--- src/rtl/eth_mac_pkg.sv ---
// Shared Ethernet MAC definitions: link speed encoding, link speed monitor
// FSM states, default monitor thresholds and the period classifier.
package eth_mac_pkg;

   typedef enum logic [1:0] {
      SPEED_10M  = 2'b00,
      SPEED_100M = 2'b01,
      SPEED_1G   = 2'b10
   } link_speed_t;

   typedef enum logic {
      LSM_ACQUIRE = 1'b0,
      LSM_MEASURE = 1'b1
   } lsm_state_t;

   localparam int unsigned LSM_REF_CNT_WIDTH_DEF = 10;
   localparam int unsigned LSM_SYNC_STAGES_DEF   = 2;
   localparam int unsigned LSM_TH_1G_DEF         = 16;
   localparam int unsigned LSM_TH_100M_DEF       = 128;
   localparam int unsigned LSM_STABLE_COUNT_DEF  = 3;

   // Map a measured period (clk_125 cycles per divided rxc cycle) to a speed.
   function automatic link_speed_t lsm_classify(input int unsigned period,
                                                input int unsigned th_1g,
                                                input int unsigned th_100m);
      link_speed_t cls;
      if (period < th_1g) begin
         cls = SPEED_1G;
      end else if (period < th_100m) begin
         cls = SPEED_100M;
      end else begin
         cls = SPEED_10M;
      end
      return cls;
   endfunction

endpackage

--- src/rtl/toggle_edge_sync.sv ---
// Synchronizes an asynchronous toggle into the local clock domain and emits a
// registered one-cycle pulse on each rising edge (latency SYNC_STAGES+1).
module toggle_edge_sync #(
   parameter int unsigned SYNC_STAGES = 2
) (
   input  logic clk_i,
   input  logic rst_ni,
   input  logic toggle_i,
   output logic rise_o
);

   logic [SYNC_STAGES-1:0] sync_q;
   logic                   hist_q;
   logic                   rise_q;

   // Synchronizer chain, history flop and registered rising-edge detect.
   always_ff @(posedge clk_i or negedge rst_ni) begin
      if (!rst_ni) begin
         sync_q <= '0;
         hist_q <= 1'b0;
         rise_q <= 1'b0;
      end else begin
         sync_q <= {sync_q[SYNC_STAGES-2:0], toggle_i};
         hist_q <= sync_q[SYNC_STAGES-1];
         rise_q <= sync_q[SYNC_STAGES-1] & ~hist_q;
      end
   end

   assign rise_o = rise_q;

endmodule

--- src/rtl/link_speed_monitor.sv ---
// Measures the period of the divided receive clock against clk_125, classifies
// it as 1G/100M/10M and updates link_speed once STABLE_COUNT consecutive
// measurements agree. Loss of the receive clock is flagged by a counter timeout.
module link_speed_monitor
   import eth_mac_pkg::*;
#(
   parameter int unsigned REF_CNT_WIDTH = LSM_REF_CNT_WIDTH_DEF,
   parameter int unsigned SYNC_STAGES   = LSM_SYNC_STAGES_DEF,
   parameter int unsigned TH_1G         = LSM_TH_1G_DEF,
   parameter int unsigned TH_100M       = LSM_TH_100M_DEF,
   parameter int unsigned STABLE_COUNT  = LSM_STABLE_COUNT_DEF
) (
   input  logic                     clk_125,
   input  logic                     reset_n,
   input  logic                     rxc_div_toggle,
   output logic [1:0]               link_speed,
   output logic                     mii_mode,
   output logic                     rxc_present,
   output logic                     speed_change,
   output logic [REF_CNT_WIDTH-1:0] period_o,
   output logic                     period_valid
);

   localparam logic [REF_CNT_WIDTH-1:0] CNT_ONE  = REF_CNT_WIDTH'(1);
   localparam logic [REF_CNT_WIDTH-1:0] CNT_MAX  = '1;
   localparam logic [REF_CNT_WIDTH-1:0] CNT_LAST = CNT_MAX - CNT_ONE;
   localparam int unsigned              AGREE_W  = $clog2(STABLE_COUNT + 1);
   localparam logic [AGREE_W-1:0]       AGREE_ONE = AGREE_W'(1);
   localparam logic [AGREE_W-1:0]       AGREE_MAX = AGREE_W'(STABLE_COUNT);

   logic                     rise;
   lsm_state_t               state_q, state_d;
   logic [REF_CNT_WIDTH-1:0] cnt_q, cnt_d;
   logic                     meas_valid;
   logic                     timeout;
   logic [REF_CNT_WIDTH-1:0] meas_p;
   link_speed_t              meas_class;
   logic [REF_CNT_WIDTH-1:0] period_q;
   logic                     period_valid_q;
   logic                     present_q;
   link_speed_t              cand_q;
   logic [AGREE_W-1:0]       agree_q;
   link_speed_t              speed_q;
   logic                     speed_change_q;

   toggle_edge_sync #(
      .SYNC_STAGES(SYNC_STAGES)
   ) u_sync (
      .clk_i   (clk_125),
      .rst_ni  (reset_n),
      .toggle_i(rxc_div_toggle),
      .rise_o  (rise)
   );

   // FSM state register.
   always_ff @(posedge clk_125 or negedge reset_n) begin
      if (!reset_n) begin
         state_q <= LSM_ACQUIRE;
      end else begin
         state_q <= state_d;
      end
   end

   // Next-state: arm on the first edge, fall back to ACQUIRE on timeout.
   // The counter would reach saturation on the cycle it leaves CNT_LAST, so
   // that cycle is the timeout unless an edge arrives in it.
   always_comb begin
      state_d = state_q;
      case (state_q)
         LSM_ACQUIRE: if (rise) state_d = LSM_MEASURE;
         LSM_MEASURE: if (!rise && (cnt_q == CNT_LAST)) state_d = LSM_ACQUIRE;
         default:     state_d = LSM_ACQUIRE;
      endcase
   end

   // FSM outputs: measurement/timeout strobes and next counter value.
   always_comb begin
      meas_valid = 1'b0;
      timeout    = 1'b0;
      cnt_d      = '0;
      case (state_q)
         LSM_ACQUIRE: cnt_d = '0;
         LSM_MEASURE: begin
            if (rise) begin
               meas_valid = 1'b1;
            end else if (cnt_q == CNT_LAST) begin
               timeout = 1'b1;
            end else begin
               cnt_d = cnt_q + CNT_ONE;
            end
         end
         default: cnt_d = '0;
      endcase
   end

   // Period counter.
   always_ff @(posedge clk_125 or negedge reset_n) begin
      if (!reset_n) begin
         cnt_q <= '0;
      end else begin
         cnt_q <= cnt_d;
      end
   end

   // cnt_q never exceeds CNT_LAST in MEASURE, so the increment cannot wrap.
   assign meas_p     = cnt_q + CNT_ONE;
   assign meas_class = lsm_classify(32'(meas_p), TH_1G, TH_100M);

   // Measurement result registers and receive-clock presence flag.
   always_ff @(posedge clk_125 or negedge reset_n) begin
      if (!reset_n) begin
         period_q       <= '0;
         period_valid_q <= 1'b0;
         present_q      <= 1'b0;
      end else begin
         period_valid_q <= meas_valid;
         if (meas_valid) begin
            period_q  <= meas_p;
            present_q <= 1'b1;
         end else if (timeout) begin
            present_q <= 1'b0;
         end
      end
   end

   // Candidate class and saturating agreement count.
   always_ff @(posedge clk_125 or negedge reset_n) begin
      if (!reset_n) begin
         cand_q  <= SPEED_1G;
         agree_q <= '0;
      end else if (timeout) begin
         agree_q <= '0;
      end else if (meas_valid) begin
         if (meas_class == cand_q) begin
            if (agree_q != AGREE_MAX) agree_q <= agree_q + AGREE_ONE;
         end else begin
            cand_q  <= meas_class;
            agree_q <= AGREE_ONE;
         end
      end
   end

   // Commit a stable candidate that differs from the current link speed.
   always_ff @(posedge clk_125 or negedge reset_n) begin
      if (!reset_n) begin
         speed_q        <= SPEED_1G;
         speed_change_q <= 1'b0;
      end else begin
         speed_change_q <= 1'b0;
         if ((agree_q == AGREE_MAX) && (cand_q != speed_q)) begin
            speed_q        <= cand_q;
            speed_change_q <= 1'b1;
         end
      end
   end

   assign link_speed   = speed_q;
   assign mii_mode     = (speed_q != SPEED_1G);
   assign rxc_present  = present_q;
   assign speed_change = speed_change_q;
   assign period_o     = period_q;
   assign period_valid = period_valid_q;

endmodule
--- config.mk ---
export PLATFORM = sky130hd
export DESIGN_NAME = link_speed_monitor
export DESIGN_NICKNAME = d
export VERILOG_FILES = /design/src/rtl/eth_mac_pkg.sv /design/src/rtl/toggle_edge_sync.sv /design/src/rtl/link_speed_monitor.sv
export SDC_FILE = /design/constraint.sdc
export NUM_CORES = 1
export LEC_CHECK = 0
export ABC_AREA = 1
export CORE_MARGIN = 2
export CORE_UTILIZATION = 46
export CTS_CLUSTER_DIAMETER = 80
export DETAILED_ROUTE_END_ITERATION = 16
export GPL_TIMING_DRIVEN = 0
export PLACE_DENSITY = 0.77
export SLEW_MARGIN = 20
export SYNTH_ARGS = -nofsm -noshare
export SYNTH_HDL_FRONTEND = slang
export SYNTH_SLANG_ARGS = --single-unit
--- constraint.sdc ---
create_clock -name clk_125 -period 4.8 [get_ports clk_125]
set_input_delay 0.96 -clock clk_125 [delete_from_list [all_inputs] [get_ports clk_125]]
set_output_delay 0.96 -clock clk_125 [all_outputs]
set_load 0.005 [all_outputs]
Word-level counts from Yosys, hierarchy flattened
Index checks and enable logic that the tools add are counted.
- $add $sub $neg: 2
- $mul: 0
- divide/modulo/power cells: 0
- $lt $le $gt $ge: 2
- equal/unequal tests: 7
- shift operators: 0
- mux-type cells: 19
- bitwise operators: 5
- reductions and logical operators: 6
- operators by type and width (operator ; number):
    $mux W10 ; 2
    $pmux W10 S2 ; 1
    $add A10 B1 Y10 const B ; 1
    $eq A10 B10 Y1 const B ; 1
    $lt A10 B5 Y1 const B ; 1
    $lt A10 B8 Y1 const B ; 1
    $mux W1 ; 10
    $mux W2 ; 5
    $ne A2 B2 Y1 const B ; 2
    $not A1 Y1 ; 4
    $ne A3 B2 Y1 const B ; 1
    $reduce_and A3 Y1 ; 1
    $add A2 B1 Y2 const B ; 1
    $eq A2 B2 Y1 ; 1
    $eq A2 B2 Y1 const B ; 1
    $logic_and A1 B1 Y1 ; 2
    $ne A2 B2 Y1 ; 1
    $pmux W1 S2 ; 1
    $reduce_and A2 Y1 ; 1
    $reduce_bool A2 Y1 ; 1
    $and A1 B1 Y1 ; 1
    $logic_not A1 Y1 ; 1
- bits in registers: 34
- bits in latches: 0
- RAM bits: 0
- bits in read-only memories: 0
- input bits: 3
- output and inout bits: 16
- logic and storage cells: 53
- memories kept: 0

Logic depth before layout (Yosys ltp)
- depth after elaboration: 8
- mapped depth: 16
- mapped depth without buffers: 16

Hierarchy
From an unflattened synthesis, not the netlist that was laid out.
- cells, all modules: 171
- area total of the unflattened synthesis: 1576.5 um2
- by module, submodules not included (module ; instances ; cells each ; area each (um2) ; seq. area each (um2)):
    link_speed_monitor ; 1 ; 165 ; 1466.4 ; 753.2
    toggle_edge_sync ; 1 ; 6 ; 110.1 ; 100.1

Worst setup path after synthesis
OpenSTA, ideal clock, no wires.
- path kind: register to register
- start: reg cnt_q[0]
- end: reg agree_q[0]
- setup time: 0.118 ns
- arrival: 1.566 ns
- data required time: 4.682 ns
- path slack: 3.116 ns
- stages on the path, launching flop included: 16
- path buffers: 0
- clock period less this slack: 1.684 ns
- cell sequence: dfrtp_1 -> ha_1 -> inv_1 -> nor2_4 -> nand2_1 -> nand2_1 -> nand2_2 -> nand2_2 -> nor2_4 -> nand2_1 -> nand2_1 -> nand2_2 -> nand4_1 -> nand2_1 -> nand2_1 -> nand2_1
- word-level cells in the longest chain between the ends: 8
- elaborated cells between the ends (all ways): 16
- those cells by class: add/sub (1); order compare (2); eq/ne (3); mux (8); reduce/logical (2)
- ends and longest elaborated chain (item ; line ; text):
    start, declared ; link_speed_monitor.sv:33 ; logic [REF_CNT_WIDTH-1:0] cnt_q, cnt_d;
    start signal, assigned ; link_speed_monitor.sv:101 ; cnt_q <= cnt_d;
    $add A10 B1 Y10 ; link_speed_monitor.sv:106 ; assign meas_p = cnt_q + CNT_ONE;
    $lt A10 B8 Y1 ; eth_mac_pkg.sv:29 ; end else if (period < th_100m) begin
    $mux W1 ; eth_mac_pkg.sv:29 ;
    $mux W2 ; eth_mac_pkg.sv:27 ; if (period < th_1g) begin
    $eq A2 B2 Y1 ; link_speed_monitor.sv:134 ; if (meas_class == cand_q) begin
    $mux W2 ; link_speed_monitor.sv:134 ;
    $mux W2 ; link_speed_monitor.sv:133 ; end else if (meas_valid) begin
    $mux W2 ; link_speed_monitor.sv:131 ; end else if (timeout) begin
    end signal, assigned ; link_speed_monitor.sv:135 ; if (agree_q != AGREE_MAX) agree_q <= agree_q + AGREE_ONE;
    end, declared ; link_speed_monitor.sv:42 ; logic [AGREE_W-1:0] agree_q;
Parallel ways exist; a longest one is shown, timed or not. The select of a mux whose other input is x is not followed.
A chain may end at the register's enable or synchronous reset.

Worst setup path after layout
- start: reg speed_q[1] (netlist: link_speed[1])
- end: out mii_mode
- word-level cells in the longest chain between the ends: 1
- ends and longest elaborated chain (item ; line ; text):
    start, declared ; link_speed_monitor.sv:43 ; link_speed_t speed_q;
    start signal, assigned ; link_speed_monitor.sv:151 ; speed_q <= cand_q;
    $ne A2 B2 Y1 ; link_speed_monitor.sv:158 ; assign mii_mode = (speed_q != SPEED_1G);
    end, declared ; link_speed_monitor.sv:17 ; output logic mii_mode,
No other way between the ends.

==> metrics.cfg <==
[detailed_routing]
wl_mm = 2.710
dr.pass1.iters = 4
dr.first_iter.drc_count = 34
wl_per_cell_um = 10.93
postRouteAntennaNets = 0
vias_per_cell = 4.827
drc = 0
vias = 1197

[logic_synthesis]
syn_inst = 176
ys_seq_area_share_pct = 54.96
ys_top_cells_by_area = dfrtp_1 52%, nand2_1 11%, o21ai_0 4.5%
synth_seq_cells = 34
yosys.area.top_type = dfrtp_1
avgSynthCellArea_sq_um = 8.822
yosysTopAreaCellShare_pct = 51.57
netlist_area_sq_um = 1553
synth.net_count = 182
ys_types = 22
ys.warnings.count = 0

[critical_path]
cp_cell_sequence = nand2_1 -> clkdlybuf4s50_1
crit_required_ns = 3.84
path_max_fanout = 4
path_depth = 2
crit_path_end = mii_mode
crit_path_max_incr_delay_ns = 0.57
crit_path_start_kind = register
critical_path_class = register to output pin
endpoint_kind = output pin
r2r_end = agree_q[0]
slowest_stage = dfstp_2
arrival_ns = 1.40
worstRegToRegCells = 14
reg2reg_slack_ns = 2.94
crit_path_start = link_speed[1]
worstReg2RegStart = cnt_q[0]
crit_buf_inv = 1
crit_family = flip-flops

[global_routing]
gr-usage-met3_pct = 5.616
antenna_found_initial = 0
globalRouteMet1Util_pct = 19.39
busiest_layer = met2
grtUsageTotal_pct = 16.86
grt_pass1_vias = 1134
grt_util_met2_pct = 28.67
overflow = 0
grt_max_degree = 34
grt_pass1_wl_mm = 4.919

[pwr]
power_switching_uw = 218.6
total_power_uw = 711.2
power.internal_uw = 492.6
pwr-share-clk_pct = 19.8
pwr-share-seq_pct = 53.6
p_per_area_nw_per_um2 = 384.3
power_switching_share_pct = 30.73
max-vdd-ir-drop_uv = 203.6
power_leakage_nw = 0.8584
combPwrFrac_pct = 26.6

[timing]
setup_tns_ns = 0
drv_slew = 0
period_share_pct = 49.11
clock_skew_ns = 0.008869
finalHoldWorstSlack_ns = 0.3533
fmaxAchievable_ghz = 0.4242
fin_ws_ns = 2.443
max-slew-margin-rel_pct = 70.11
rsz0062_at_grt = no
period_needed_ns = 2.357
worst_pin_slew_ns = 0.4470
hold_violations = 0
finalSetupViolations = 0

[run_status]
status = finished clean

[clocking]
htree_levels = 2
cts_tree = yes
cts_buffers = 5
post_cts_buffers = 0
cts_hold_buf = 0
path_clk_slew_ns = 0.09
cts_max_path_buffers = 2
clock_latency_ns = 0.32
cts.sinks = 34
cts_resized = 0
root_buffer = clkbuf_4

[final_layout]
drive_gt1_share_pct = 13.86
post-route-util_pct = 56.34
fin_nets = 208
layout_common_cells = 45 x nand2_1, 32 x dfrtp_1, 18 x inv_1
final_cells = 248
fillers = 327
synthToLayoutAreaGrowth_pct = 19.18
finalInstanceArea_sq_um = 1851
n_antenna_cell = 0
final_common_cell = nand2_1

[floorplanning]
dieArea_sq_um = 3856
ios = 19
fp.dieW_um = 62.10
rows = 21
core_sq_um = 3284
start_util_pct = 47.28
dieHeight_um = 62.10

[placement]
dp_cells = 241
routabilityCongestion = 0.7774
dp_slack_ns = 2.784
dp_hpwl_mm = 1.954
io_buffers = 18
placed_cell_area_sq_um = 1805

[run]
cap_viol_max_count = 0

[worst_hold_path]
min_path_type = register to register

==> power groups by stage <==
stage / logic [mW] / registers, mW / clock network, mW
after floorplan: 0.111 / 0.383 / 0
after global placement: 0.185 / 0.387 / 0
after detailed placement: 0.192 / 0.387 / 0
after CTS: 0.193 / 0.382 / 0.147
after global routing: 0.216 / 0.390 / 0.167
final: 0.189 / 0.381 / 0.141
==> worst reg2reg max path: stages, from the launching register on <==
cell     delay, ns
dfrtp_1       0.44
ha_1          0.23
inv_1         0.09
nor2_4        0.12
nand3_1       0.09
nand2_2       0.10
nand2_2       0.06
nor2_4        0.11
nand2_1       0.07
nand2_1       0.07
nand2_2       0.07
nand4_1       0.11
nand2_1       0.08
nand2_1       0.06
nand2_1       0.05
==> how the worst min path moves through the flow <==
stage | start | endpoint | cells past startpoint
6_report | u_sync.sync_q[0] | u_sync.sync_q[1] | 0
5_1_grt | reset_n | period_o[7] | 1
4_1_cts | u_sync.sync_q[0] | u_sync.sync_q[1] | 0
3_5_place_dp | u_sync.sync_q[0] | u_sync.sync_q[1] | 0
3_3_place_gp | u_sync.sync_q[0] | u_sync.sync_q[1] | 0
2_1_floorplan | u_sync.sync_q[0] | u_sync.sync_q[1] | 0
==> metal layers <==
| metal | vias to the layer above | share of wire, % |
|---|---|---|
| li1 | 605 | - |
| met2 | 19 | 49 |
| met4 | 0 | 1.0 |
| met5 | - | 0 |
| met1 | 571 | 47 |
| met3 | 2 | 3.3 |
==> state kept, by name, summed over array words and instances, names as in the netlist <==
signal and flops:
agree_q 2, period_o 10, u_sync.hist_q 1, link_speed 2, period_valid 1, cand_q 2
state_q 1, rxc_present 1, u_sync.sync_q 2, speed_change 1, cnt_q 10, u_sync.rise_o 1
==> Yosys cell counts <==
cell type / count
clkinv_1: 2
nand3b_1: 1
nand3_2: 2
dfrtp_1: 32
a21oi_1: 1
o21bai_1: 1
o21ai_1: 3
nor4_2: 1
nand4_1: 3
nor2_4: 3
inv_2: 2
nand2_1: 45
clkbuf_1: 2
ha_1: 3
nand2_2: 11
xnor2_1: 3
inv_1: 18
xor2_1: 1
o21ai_0: 14
dfstp_2: 2
nand3_1: 9
nor2_1: 17
==> cell families after synthesis <==
family	after synthesis	synth area share, %
AOI/OAI and AO/OA	19	6.285
xor gates and xnor gates	4	2.257
adders and majority gates	3	2.418
buffers and inverters	24	5.802
DFF	34	54.96
and+or+nand+nor	92	28.28
==> final cells by class <==
| type | count | area, sq um | area share, % |
|---|---|---|---|
| clock buffer | 7 | 45.04 | 2.434 |
| inverter | 22 | 82.58 | 4.462 |
| sequential | 34 | 853.3 | 46.11 |
| multi-input combinational | 118 | 609.3 | 32.93 |
| buffer | 2 | 7.507 | 0.4057 |
| tap | 46 | 57.56 | 3.110 |
| timing repair buffer | 19 | 195.2 | 10.55 |
(Power assumes the default switching activity.)
